## src/rtl/bus_hold_arbiter_if.sv

```systemverilog
// Bus-side signal bundle for the XT bus-hold arbiter: CPU status inputs, master requests, grants and bus controls.
interface bus_hold_arbiter_if #(
    parameter int NUM_MASTERS = 4,
    parameter int IDX_W       = $clog2(NUM_MASTERS)
);
    logic                   cpu_clock;
    logic [2:0]             processor_status;
    logic                   processor_lock_n;
    logic                   rotate_priority;
    logic [NUM_MASTERS-1:0] request;
    logic [NUM_MASTERS-1:0] grant;
    logic [IDX_W-1:0]       grant_index;
    logic                   hold_acknowledge;
    logic                   address_enable_n;
    logic                   bus_wait_n;
    logic                   tenure_expired;

    modport master (
        output cpu_clock, processor_status, processor_lock_n, rotate_priority, request,
        input  grant, grant_index, hold_acknowledge, address_enable_n, bus_wait_n, tenure_expired
    );

    modport slave (
        input  cpu_clock, processor_status, processor_lock_n, rotate_priority, request,
        output grant, grant_index, hold_acknowledge, address_enable_n, bus_wait_n, tenure_expired
    );
endinterface

```

## src/rtl/bus_hold_arbiter.sv

```systemverilog
// N-requester bus-hold arbiter: takes the XT bus from the 8088 in its passive state and
// grants it to one DMA/expansion master under fixed or rotating priority with an optional tenure limit.
module bus_hold_arbiter #(
    parameter int NUM_MASTERS = 4,
    parameter int MAX_TENURE  = 0,
    parameter int IDX_W       = $clog2(NUM_MASTERS)
) (
    input  logic               clock,
    input  logic               reset,
    bus_hold_arbiter_if.slave  bus
);

    typedef enum logic [2:0] {
        IDLE,
        SAMPLED,
        HOLD,
        FLOAT,
        OWNED,
        RELEASE
    } state_t;

    localparam int                TEN_W    = (MAX_TENURE > 0) ? $clog2(MAX_TENURE + 1) : 1;
    localparam logic [TEN_W-1:0]  TEN_LAST = TEN_W'((MAX_TENURE > 0) ? MAX_TENURE - 1 : 0);
    localparam logic [IDX_W-1:0]  LAST_IDX = IDX_W'(NUM_MASTERS - 1);

    state_t           state;
    logic             prev_cpu_clock;
    logic [IDX_W-1:0] last_grant;
    logic [TEN_W-1:0] tenure;

    logic             cpu_pos;
    logic             cpu_neg;
    logic             any_req;
    logic             passive;
    logic             timeout;
    logic             owner_req;
    logic [IDX_W:0]   winner;
    logic             unused_status;

    // Returns {found, index}; rotating scan starts just past the previous owner.
    function automatic logic [IDX_W:0] pick_winner(
        input logic [NUM_MASTERS-1:0] req,
        input logic                   rotate,
        input logic [IDX_W-1:0]       last
    );
        logic             found;
        logic [IDX_W-1:0] idx;
        logic [IDX_W-1:0] cand;
        found = 1'b0;
        idx   = '0;
        for (int i = 0; i < NUM_MASTERS; i++) begin
            cand = rotate ? IDX_W'((int'(last) + 1 + i) % NUM_MASTERS) : IDX_W'(i);
            if (!found && req[cand]) begin
                found = 1'b1;
                idx   = cand;
            end
        end
        return {found, idx};
    endfunction

    function automatic logic [TEN_W-1:0] tenure_inc(input logic [TEN_W-1:0] t);
        return (&t) ? t : t + 1'b1;
    endfunction

    assign cpu_pos       = ~prev_cpu_clock & bus.cpu_clock;
    assign cpu_neg       = prev_cpu_clock & ~bus.cpu_clock;
    assign any_req       = |bus.request;
    assign passive       = (bus.processor_status[1:0] == 2'b11);
    assign unused_status = bus.processor_status[2];
    assign timeout       = (MAX_TENURE > 0) && (tenure == TEN_LAST);
    assign owner_req     = bus.request[bus.grant_index];
    assign winner        = pick_winner(bus.request, bus.rotate_priority, last_grant);

    always_ff @(posedge clock or posedge reset) begin
        if (reset) begin
            state                <= IDLE;
            prev_cpu_clock       <= 1'b0;
            last_grant           <= LAST_IDX;
            tenure               <= '0;
            bus.grant            <= '0;
            bus.grant_index      <= '0;
            bus.hold_acknowledge <= 1'b0;
            bus.address_enable_n <= 1'b0;
            bus.bus_wait_n       <= 1'b1;
            bus.tenure_expired   <= 1'b0;
        end else begin
            prev_cpu_clock     <= bus.cpu_clock;
            bus.tenure_expired <= 1'b0;
            case (state)
                IDLE: begin
                    if (cpu_pos && any_req && passive && bus.processor_lock_n)
                        state <= SAMPLED;
                end
                SAMPLED: begin
                    if (cpu_neg) begin
                        if (any_req) begin
                            state                <= HOLD;
                            bus.hold_acknowledge <= 1'b1;
                        end else begin
                            state <= IDLE;
                        end
                    end
                end
                HOLD: begin
                    if (cpu_pos) begin
                        if (any_req) begin
                            state                <= FLOAT;
                            bus.address_enable_n <= 1'b1;
                        end else begin
                            state                <= IDLE;
                            bus.hold_acknowledge <= 1'b0;
                        end
                    end
                end
                FLOAT: begin
                    if (cpu_pos) begin
                        if (winner[IDX_W]) begin
                            state           <= OWNED;
                            bus.grant       <= {{(NUM_MASTERS-1){1'b0}}, 1'b1} << winner[IDX_W-1:0];
                            bus.grant_index <= winner[IDX_W-1:0];
                            bus.bus_wait_n  <= 1'b0;
                            tenure          <= '0;
                        end else begin
                            state <= RELEASE;
                        end
                    end
                end
                OWNED: begin
                    // Only the owner's own request or the tenure limit ends ownership.
                    if (cpu_pos) begin
                        tenure <= tenure_inc(tenure);
                        if (!owner_req || timeout) begin
                            state              <= RELEASE;
                            bus.grant          <= '0;
                            last_grant         <= bus.grant_index;
                            bus.tenure_expired <= timeout && owner_req;
                        end
                    end
                end
                RELEASE: begin
                    if (cpu_pos) begin
                        state                <= IDLE;
                        bus.address_enable_n <= 1'b0;
                        bus.bus_wait_n       <= 1'b1;
                        bus.hold_acknowledge <= 1'b0;
                    end
                end
                default: state <= IDLE;
            endcase
        end
    end

endmodule

```

## src/flat_wrapper.sv

```systemverilog
// flat-port wrapper written by rule: the top's interface ports become plain ports
module bus_hold_arbiter_flat 
#(
    parameter int NUM_MASTERS = 4,
    parameter int MAX_TENURE  = 0,
    parameter int IDX_W       = $clog2(NUM_MASTERS)
)
  (clock, reset, bus_cpu_clock, bus_processor_status, bus_processor_lock_n, bus_rotate_priority, bus_request, bus_grant, bus_grant_index, bus_hold_acknowledge, bus_address_enable_n, bus_bus_wait_n, bus_tenure_expired);
  bus_hold_arbiter_if #(.NUM_MASTERS(NUM_MASTERS), .IDX_W(IDX_W)) bus_i ();
  input  logic clock;
  input  logic reset;
  input wire logic [$bits(bus_i.cpu_clock)-1:0] bus_cpu_clock;
  input wire logic [$bits(bus_i.processor_status)-1:0] bus_processor_status;
  input wire logic [$bits(bus_i.processor_lock_n)-1:0] bus_processor_lock_n;
  input wire logic [$bits(bus_i.rotate_priority)-1:0] bus_rotate_priority;
  input wire logic [$bits(bus_i.request)-1:0] bus_request;
  output wire logic [$bits(bus_i.grant)-1:0] bus_grant;
  output wire logic [$bits(bus_i.grant_index)-1:0] bus_grant_index;
  output wire logic [$bits(bus_i.hold_acknowledge)-1:0] bus_hold_acknowledge;
  output wire logic [$bits(bus_i.address_enable_n)-1:0] bus_address_enable_n;
  output wire logic [$bits(bus_i.bus_wait_n)-1:0] bus_bus_wait_n;
  output wire logic [$bits(bus_i.tenure_expired)-1:0] bus_tenure_expired;
  assign bus_i.cpu_clock = bus_cpu_clock;
  assign bus_i.processor_status = bus_processor_status;
  assign bus_i.processor_lock_n = bus_processor_lock_n;
  assign bus_i.rotate_priority = bus_rotate_priority;
  assign bus_i.request = bus_request;
  assign bus_grant = bus_i.grant;
  assign bus_grant_index = bus_i.grant_index;
  assign bus_hold_acknowledge = bus_i.hold_acknowledge;
  assign bus_address_enable_n = bus_i.address_enable_n;
  assign bus_bus_wait_n = bus_i.bus_wait_n;
  assign bus_tenure_expired = bus_i.tenure_expired;
  bus_hold_arbiter #(.NUM_MASTERS(NUM_MASTERS), .MAX_TENURE(MAX_TENURE), .IDX_W(IDX_W)) u_core (.clock(clock), .reset(reset), .bus(bus_i));
endmodule
```

## config.mk

```make
export PLATFORM = sky130hd
export DESIGN_NAME = bus_hold_arbiter_flat
export DESIGN_NICKNAME = d
export VERILOG_FILES = /design/src/rtl/bus_hold_arbiter_if.sv /design/src/rtl/bus_hold_arbiter.sv /design/src/flat_wrapper.sv
export SDC_FILE = /design/constraint.sdc
export NUM_CORES = 1
export LEC_CHECK = 0
export CORE_MARGIN = 1
export CORE_UTILIZATION = 60
export CTS_CLUSTER_DIAMETER = 100
export DETAILED_ROUTE_END_ITERATION = 7
export DONT_BUFFER_PORTS = 1
export HOLD_SLACK_MARGIN = 0.05
export MAX_ROUTING_LAYER = met4
export PLACE_DENSITY = 0.86
export SYNTH_ARGS = -nofsm -noshare
export SYNTH_HDL_FRONTEND = slang
export SYNTH_SLANG_ARGS = --single-unit
```

## constraint.sdc

```tcl
create_clock -name clock -period 3.09 [get_ports clock]
set_clock_uncertainty 0.05 [all_clocks]
set_input_delay 0.927 -clock clock [delete_from_list [all_inputs] [get_ports clock]]
set_output_delay 0.927 -clock clock [all_outputs]
set_load 0.05 [all_outputs]
```

==> results of run 1 <==
## report_power, final
group | total (mW) | internal, mW | switching, mW
Combinational | 0.364 | 0.166 | 0.198
Sequential | 0.535 | 0.275 | 0.260
Clock | 0.109 | 0.0480 | 0.0609
## metrics by stage
step	hold WS, ns	util	setup WS [ns]	area [sq um]	power [mW]
floorplan	0.479	-	0.599	1040	0.831
CTS	0.540	0.665	0.755	1040	1.01
detailed placement	0.528	0.647	0.596	1010	0.898
global route	0.562	0.665	0.668	1040	1.09
global placement	0.512	0.647	0.663	1010	0.872
finish	0.525	0.665	0.767	1040	1.01
## cells in the mapped netlist (2+ instances only)
master / n / area, sq um
a21oi_1: 4 / 20.0
a221o_1: 2 / 20.0
a31oi_1: 4 / 25.0
buf_2: 2 / 10.0
buf_6: 2 / 22.5
clkbuf_1: 4 / 15.0
dfrtp_1: 12 / 300
dfstp_2: 3 / 78.8
inv_1: 4 / 15.0
mux2i_1: 4 / 40.0
nand2_1: 18 / 67.6
nand2b_1: 2 / 12.5
nand3_1: 3 / 15.0
nand4_1: 2 / 12.5
nor2_1: 7 / 26.3
nor2b_1: 5 / 31.3
nor4_1: 2 / 12.5
o211ai_1: 3 / 22.5
o21ai_0: 19 / 95.1
or2_2: 2 / 12.5
xor2_1: 2 / 17.5
## per-layer routing
layer,up-vias,GRT usage,share of wire
li1,437,-,-
met1,438,0.306,0.42
met2,26,0.466,0.53
met3,2,0.0917,0.044
met4,0,0.0563,0.0037
met5,-,-,0
## worst paths after layout
check | startpoint | endpoint | slack, ns | depth (start not counted)
min reg2reg | u_core.last_grant[1]$_DFFE_PP1P_ | u_core.last_grant[1]$_DFFE_PP1P_ | 0.54 | 2
max in group asynchronous | reset | u_core.bus.bus_wait_n$_DFFE_PP1P_ | 2.09 | 1
max | u_core.bus.grant_index[0]$_DFFE_PP0P_ | u_core.last_grant[0]$_DFFE_PP1P_ | 0.77 | 4
min in group clock | u_core.last_grant[1]$_DFFE_PP1P_ | u_core.last_grant[1]$_DFFE_PP1P_ | 0.54 | 2
max reg2reg | u_core.bus.grant_index[0]$_DFFE_PP0P_ | u_core.last_grant[0]$_DFFE_PP1P_ | 0.77 | 4
min | reset | u_core.bus.grant[1]$_DFFE_PP0P_ | 0.53 | 1
## sequential cells by signal, indices dropped and copies added (netlist names)
register / flops
u_core.last_grant: 2
u_core.bus.address_enable_n: 1
u_core.bus.bus_wait_n: 1
u_core.bus.grant: 4
u_core.bus.grant_index: 2
u_core.state: 3
u_core.bus.hold_acknowledge: 1
u_core.prev_cpu_clock: 1
## worst reg2reg max path, cell delays in order, from the launching register on
cell and delay, ns:
dfrtp_1 0.70, mux4_2 0.59, or3_4 0.36, nor3_4 0.22, mux2_1 0.34
## cell families (layout without fill, tap and decap cells)
family,count (synthesis),count (layout),synth area share
simple gates,45,45,0.226
compound gates,40,40,0.238
flops,15,15,0.366
buf+inv,13,9,0.0676
mux,7,7,0.0821
xor+xnor,2,2,0.0169
other cells,1,1,0.00362
## cell type report
type,instances,area (sq um)
Fill cell,132,523
Tap cell,16,20.0
Inverter,4,15.0
Sequential cell,15,379
Multi-Input combinational cell,95,587
Clock buffer,3,22.5
Clock inverter,1,5.00
Timing Repair Buffer,1,7.51
## placed cells by master, fill, tap and decap left out, types with 3 or more instances in the layout
| master | count |
|---|---|
| a21oi_1 | 4 |
| a31oi_1 | 4 |
| clkbuf_4 | 3 |
| dfrtp_1 | 12 |
| dfstp_2 | 3 |
| inv_1 | 4 |
| mux2i_1 | 4 |
| nand2_1 | 18 |
| nand3_1 | 3 |
| nor2_1 | 7 |
| nor2b_1 | 5 |
| o211ai_1 | 3 |
| o21ai_0 | 19 |
==> flow_metrics.env, run 1 <==
export IMPL_vias_per_cell=6.69
export IMPL_synth_seq_cells=15
export IMPL_crit_family="multiplexers"
export IMPL_rsz0062_at_grt="false"
export IMPL_cts_made_buffers=3
export IMPL_rows=14
export IMPL_critPathLaunchType="flop"
export IMPL_drc=2
export IMPL_p_leak_nw=0.410
export IMPL_slowest_delay_ns=0.70
export IMPL_first_iter_violations=26
export IMPL_coreArea_sq_um=1560
export IMPL_power_density_nw_per_um2=973
export IMPL_clock_tree_buffer_depth=2
export IMPL_ir_drop_uv=595
export IMPL_htree_num_levels=1
export IMPL_die_w_microns=43.6
export IMPL_crit_chain="mux4_2 > or3_4 > nor3_4 > mux2_1"
export IMPL_cts_resized=0
export IMPL_portBuffers=0
export IMPL_wire_per_inst_microns=15.9
export IMPL_hold_buffers=0
export IMPL_grt_ovfl_total=0
export IMPL_grt_pass1_wl_microns=3810
export IMPL_fin_tns_setup_ns=0
export IMPL_synth_edff_count=0
export IMPL_slew_violations=0
export IMPL_clock_fmax_mhz=431
export IMPL_initial_core_util=0.665
export IMPL_syn_to_final_growth_pct=-0.000386
export IMPL_io_pins=22
export IMPL_clkSinkCount=15
export IMPL_critPathKind="flop to flop"
export IMPL_worstSetupEndpointType="flop"
export IMPL_critPathMaxFanout=4
export IMPL_drv_cap=0
export IMPL_dr_pass1_iters=6
export IMPL_drive_gt1_frac=0.126
export IMPL_outcome="finished with violations"
export IMPL_grt_pass1_vias=917
export IMPL_syn_nets=135
export IMPL_synth_area_sq_um=1040
export IMPL_ys_seq_area_frac=0.366
export IMPL_stdcell_count=135
export IMPL_fp_dieH_microns=43.6
export IMPL_antenna_found_initial=0
export IMPL_dp_cells=131
export IMPL_postSynthAreaPerCell_sq_um=8.42
export IMPL_cts_tree="done"
export IMPL_hold_viol=0
export IMPL_dominantRegCellSynth="dfrtp_1"
export IMPL_antenna_left=0
export IMPL_detailed_place_hpwl_microns=1580
export IMPL_setup_viol=0
export IMPL_yosysWarnings=0
export IMPL_min_period_ns=2.32
export IMPL_grt_max_degree=19
export IMPL_timing_slew_headroom=0.595
export IMPL_worst_pin_slew_ns=0.602
export IMPL_die_area_sq_um=1900
export IMPL_worstHoldPathType="primary input to asynchronous set/reset pin"
export IMPL_clk_latency_ns=0.28
export IMPL_grt_usage=0.272
export IMPL_path_buf_inv=0
export IMPL_routabilityCongestion=0.837
export IMPL_critPathArrivalTime_ns=2.49
export IMPL_yosysUniqueCellTypes=38
export IMPL_slowest_stage="dfrtp_1"
export IMPL_synthCells=123
export IMPL_violations="DRC"
export IMPL_period_share=0.752
export IMPL_wirelength_microns=2150
export IMPL_cts_root_buf="clkbuf_4"
export IMPL_post_cts_buffers=0
export IMPL_antenna_cells=0
export IMPL_async_flop_share=1.00
export IMPL_num_vias=903
export IMPL_worst_ep_required_time_ns=3.25
export IMPL_nNetsFinal=132
export IMPL_path_clk_slew_ns=0.09
Power figures use the tool's default switching activity.
==> run 2, diff against run 1 <==
clock period = 2.4 ns   (was 3.09 ns; I/O delays follow)
==> run 2 against run 1 <==
  * Design area rose by 1.3%
  * Largest power group unchanged
  * First-iteration DRC count shrank 31%
  * Sequential power up 23%
  * Largest cell class unchanged
  * Routed wire length down 2.1%
  * Final cell count is 1.5% higher
  * Clock power up 32%
  * Sequential share of layout area shrank 0.48 points
  * Critical path depth is 1 higher
  * The run still ends with DRC left
  * Flip-flop and latch count is the same
  * Combinational power rose by 41%
  * Non-clock buffer count rose by 2
  * Register-to-register slack worse by 0.42 ns
  * Critical endpoint is now u_core.bus.grant[1]$_DFFE_PP0P_
==> flow_metrics.env, run 2 (synthesized netlist as in run 1, its figures left out) <==
export IMPL_outcome="finished with violations"
export IMPL_violations="DRC"
export IMPL_grt_pass1_wl_microns=3580
export IMPL_io_pins=22
export IMPL_wire_per_inst_microns=15.4
export IMPL_mostFrequentLayoutCells="o21ai_0, nand2_1, dfrtp_1"
export IMPL_largest_register="u_core.bus.grant"
export IMPL_timing_slew_headroom=0.623
export IMPL_dr_pass1_iters=6
export IMPL_die_w_microns=43.6
export IMPL_rows=14
export IMPL_antenna_left=0
export IMPL_nNetsFinal=134
export IMPL_worstSetupEndpointType="flop"
export IMPL_coreArea_sq_um=1560
export IMPL_fillers=140
export IMPL_mostFrequentLayoutCell="o21ai_0"
export IMPL_power_density_nw_per_um2=1250
export IMPL_path_clk_slew_ns=0.09
export IMPL_top_regs="u_core.bus.grant: 4 flops, u_core.state: 3 flops"
export IMPL_syn_to_final_growth_pct=1.33
export IMPL_clock_fmax_mhz=486
export IMPL_wirelength_microns=2110
export IMPL_grt_ovfl_total=0
export IMPL_drive_gt1_frac=0.132
export IMPL_hold_viol=0
export IMPL_portBuffers=0
export IMPL_ir_drop_uv=656
export IMPL_htree_num_levels=1
export IMPL_detailed_place_hpwl_microns=1550
export IMPL_rrSetupSlack_ns=0.34
export IMPL_grt_usage=0.259
export IMPL_rsz0062_at_grt="false"
export IMPL_clock_tree_buffer_depth=2
export IMPL_grt_pass1_vias=829
export IMPL_initial_core_util=0.665
export IMPL_vias_per_cell=6.54
export IMPL_antenna_cells=0
export IMPL_min_period_ns=2.06
export IMPL_cts_root_buf="clkbuf_4"
export IMPL_worstHoldPathType="primary input to asynchronous set/reset pin"
export IMPL_cts_made_buffers=3
export IMPL_stdcell_count=137
export IMPL_drv_cap=0
export IMPL_cts_tree="done"
export IMPL_worst_pin_slew_ns=0.566
export IMPL_dp_cells=133
export IMPL_num_vias=896
export IMPL_fin_tns_setup_ns=0
export IMPL_first_iter_violations=18
export IMPL_period_share=0.857
export IMPL_clk_latency_ns=0.28
export IMPL_hold_buffers=0
export IMPL_clkSinkCount=15
export IMPL_cts_resized=0
export IMPL_routabilityCongestion=0.818
export IMPL_largest_register_ff_count=4
export IMPL_slew_violations=0
export IMPL_post_cts_buffers=0
export IMPL_antenna_found_initial=0
export IMPL_fp_dieH_microns=43.6
export IMPL_p_leak_nw=0.417
export IMPL_grt_max_degree=19
export IMPL_critPathMaxFanout=11
export IMPL_die_area_sq_um=1900
export IMPL_drc=2
export IMPL_worst_ep_required_time_ns=2.55
export IMPL_critPathKind="flop to flop"
export IMPL_setup_viol=0
export IMPL_critPathArrivalTime_ns=2.21
export IMPL_hold_ws_ns=0.317
export IMPL_critPathLaunchType="flop"
-- run 2: changes by cell type in the layout (fill, tap and decap cells not counted), sizes merged --
cell	change
clkinv	-1
clkbuf	+1
buf	+2
-- run 2: power breakdown --
part           leakage [nW]  switching (mW)  internal, mW
clock network        0.0150          0.0798        0.0646
registers             0.179           0.301         0.355
logic                 0.224           0.288         0.225
total                 0.417           0.668         0.645
-- run 2: cell type report --
class	instances	area [sq um]	area share
multi-input cells	95	587	0.559
flip-flops and latches	15	379	0.361
well taps	16	20.0	0.0191
clock buffers	4	26.3	0.0250
inverters	4	15.0	0.0143
repair buffers	3	22.5	0.0215
-- run 2: through the flow --
step	setup slack (ns)	utilization	total power [mW]	cell area (sq um)
after floorplan	0.116	-	1.07	1040
after global placement	0.178	0.657	1.14	1020
after detailed placement	0.144	0.657	1.17	1020
after CTS	0.339	0.673	1.31	1050
after global routing	0.205	0.673	1.41	1050
final	0.344	0.673	1.31	1050
-- run 2: layer usage --
metal	track usage	wire, microns	up-vias
li1	-	-	439
met1	0.325	923	433
met4	0.0500	0	0
met3	0.0833	99	0
met2	0.412	1080	24
met5	-	0	-
-- run 2: critical path, cell delays in order, from the launching register on --
cell and delay [ns]:
dfstp_2 0.65, nor2b_1 0.11, a221o_1 0.35, a21oi_1 0.25, mux2_2 0.39, o21ai_0 0.17
-- run 2: path summary, 6_finish.rpt --
kind / start / endpoint / cells past startpoint
min: reset / u_core.state[2]$_DFFE_PP0P_ / 1
min reg2reg: u_core.last_grant[1]$_DFFE_PP1P_ / u_core.last_grant[1]$_DFFE_PP1P_ / 2
max reg2reg: u_core.last_grant[0]$_DFFE_PP1P_ / u_core.bus.grant[1]$_DFFE_PP0P_ / 5
min in group clock: bus_cpu_clock / u_core.prev_cpu_clock$_DFF_PP0_ / 0
max: u_core.last_grant[0]$_DFFE_PP1P_ / u_core.bus.grant[1]$_DFFE_PP0P_ / 5
max in group asynchronous: reset / u_core.last_grant[0]$_DFFE_PP1P_ / 1
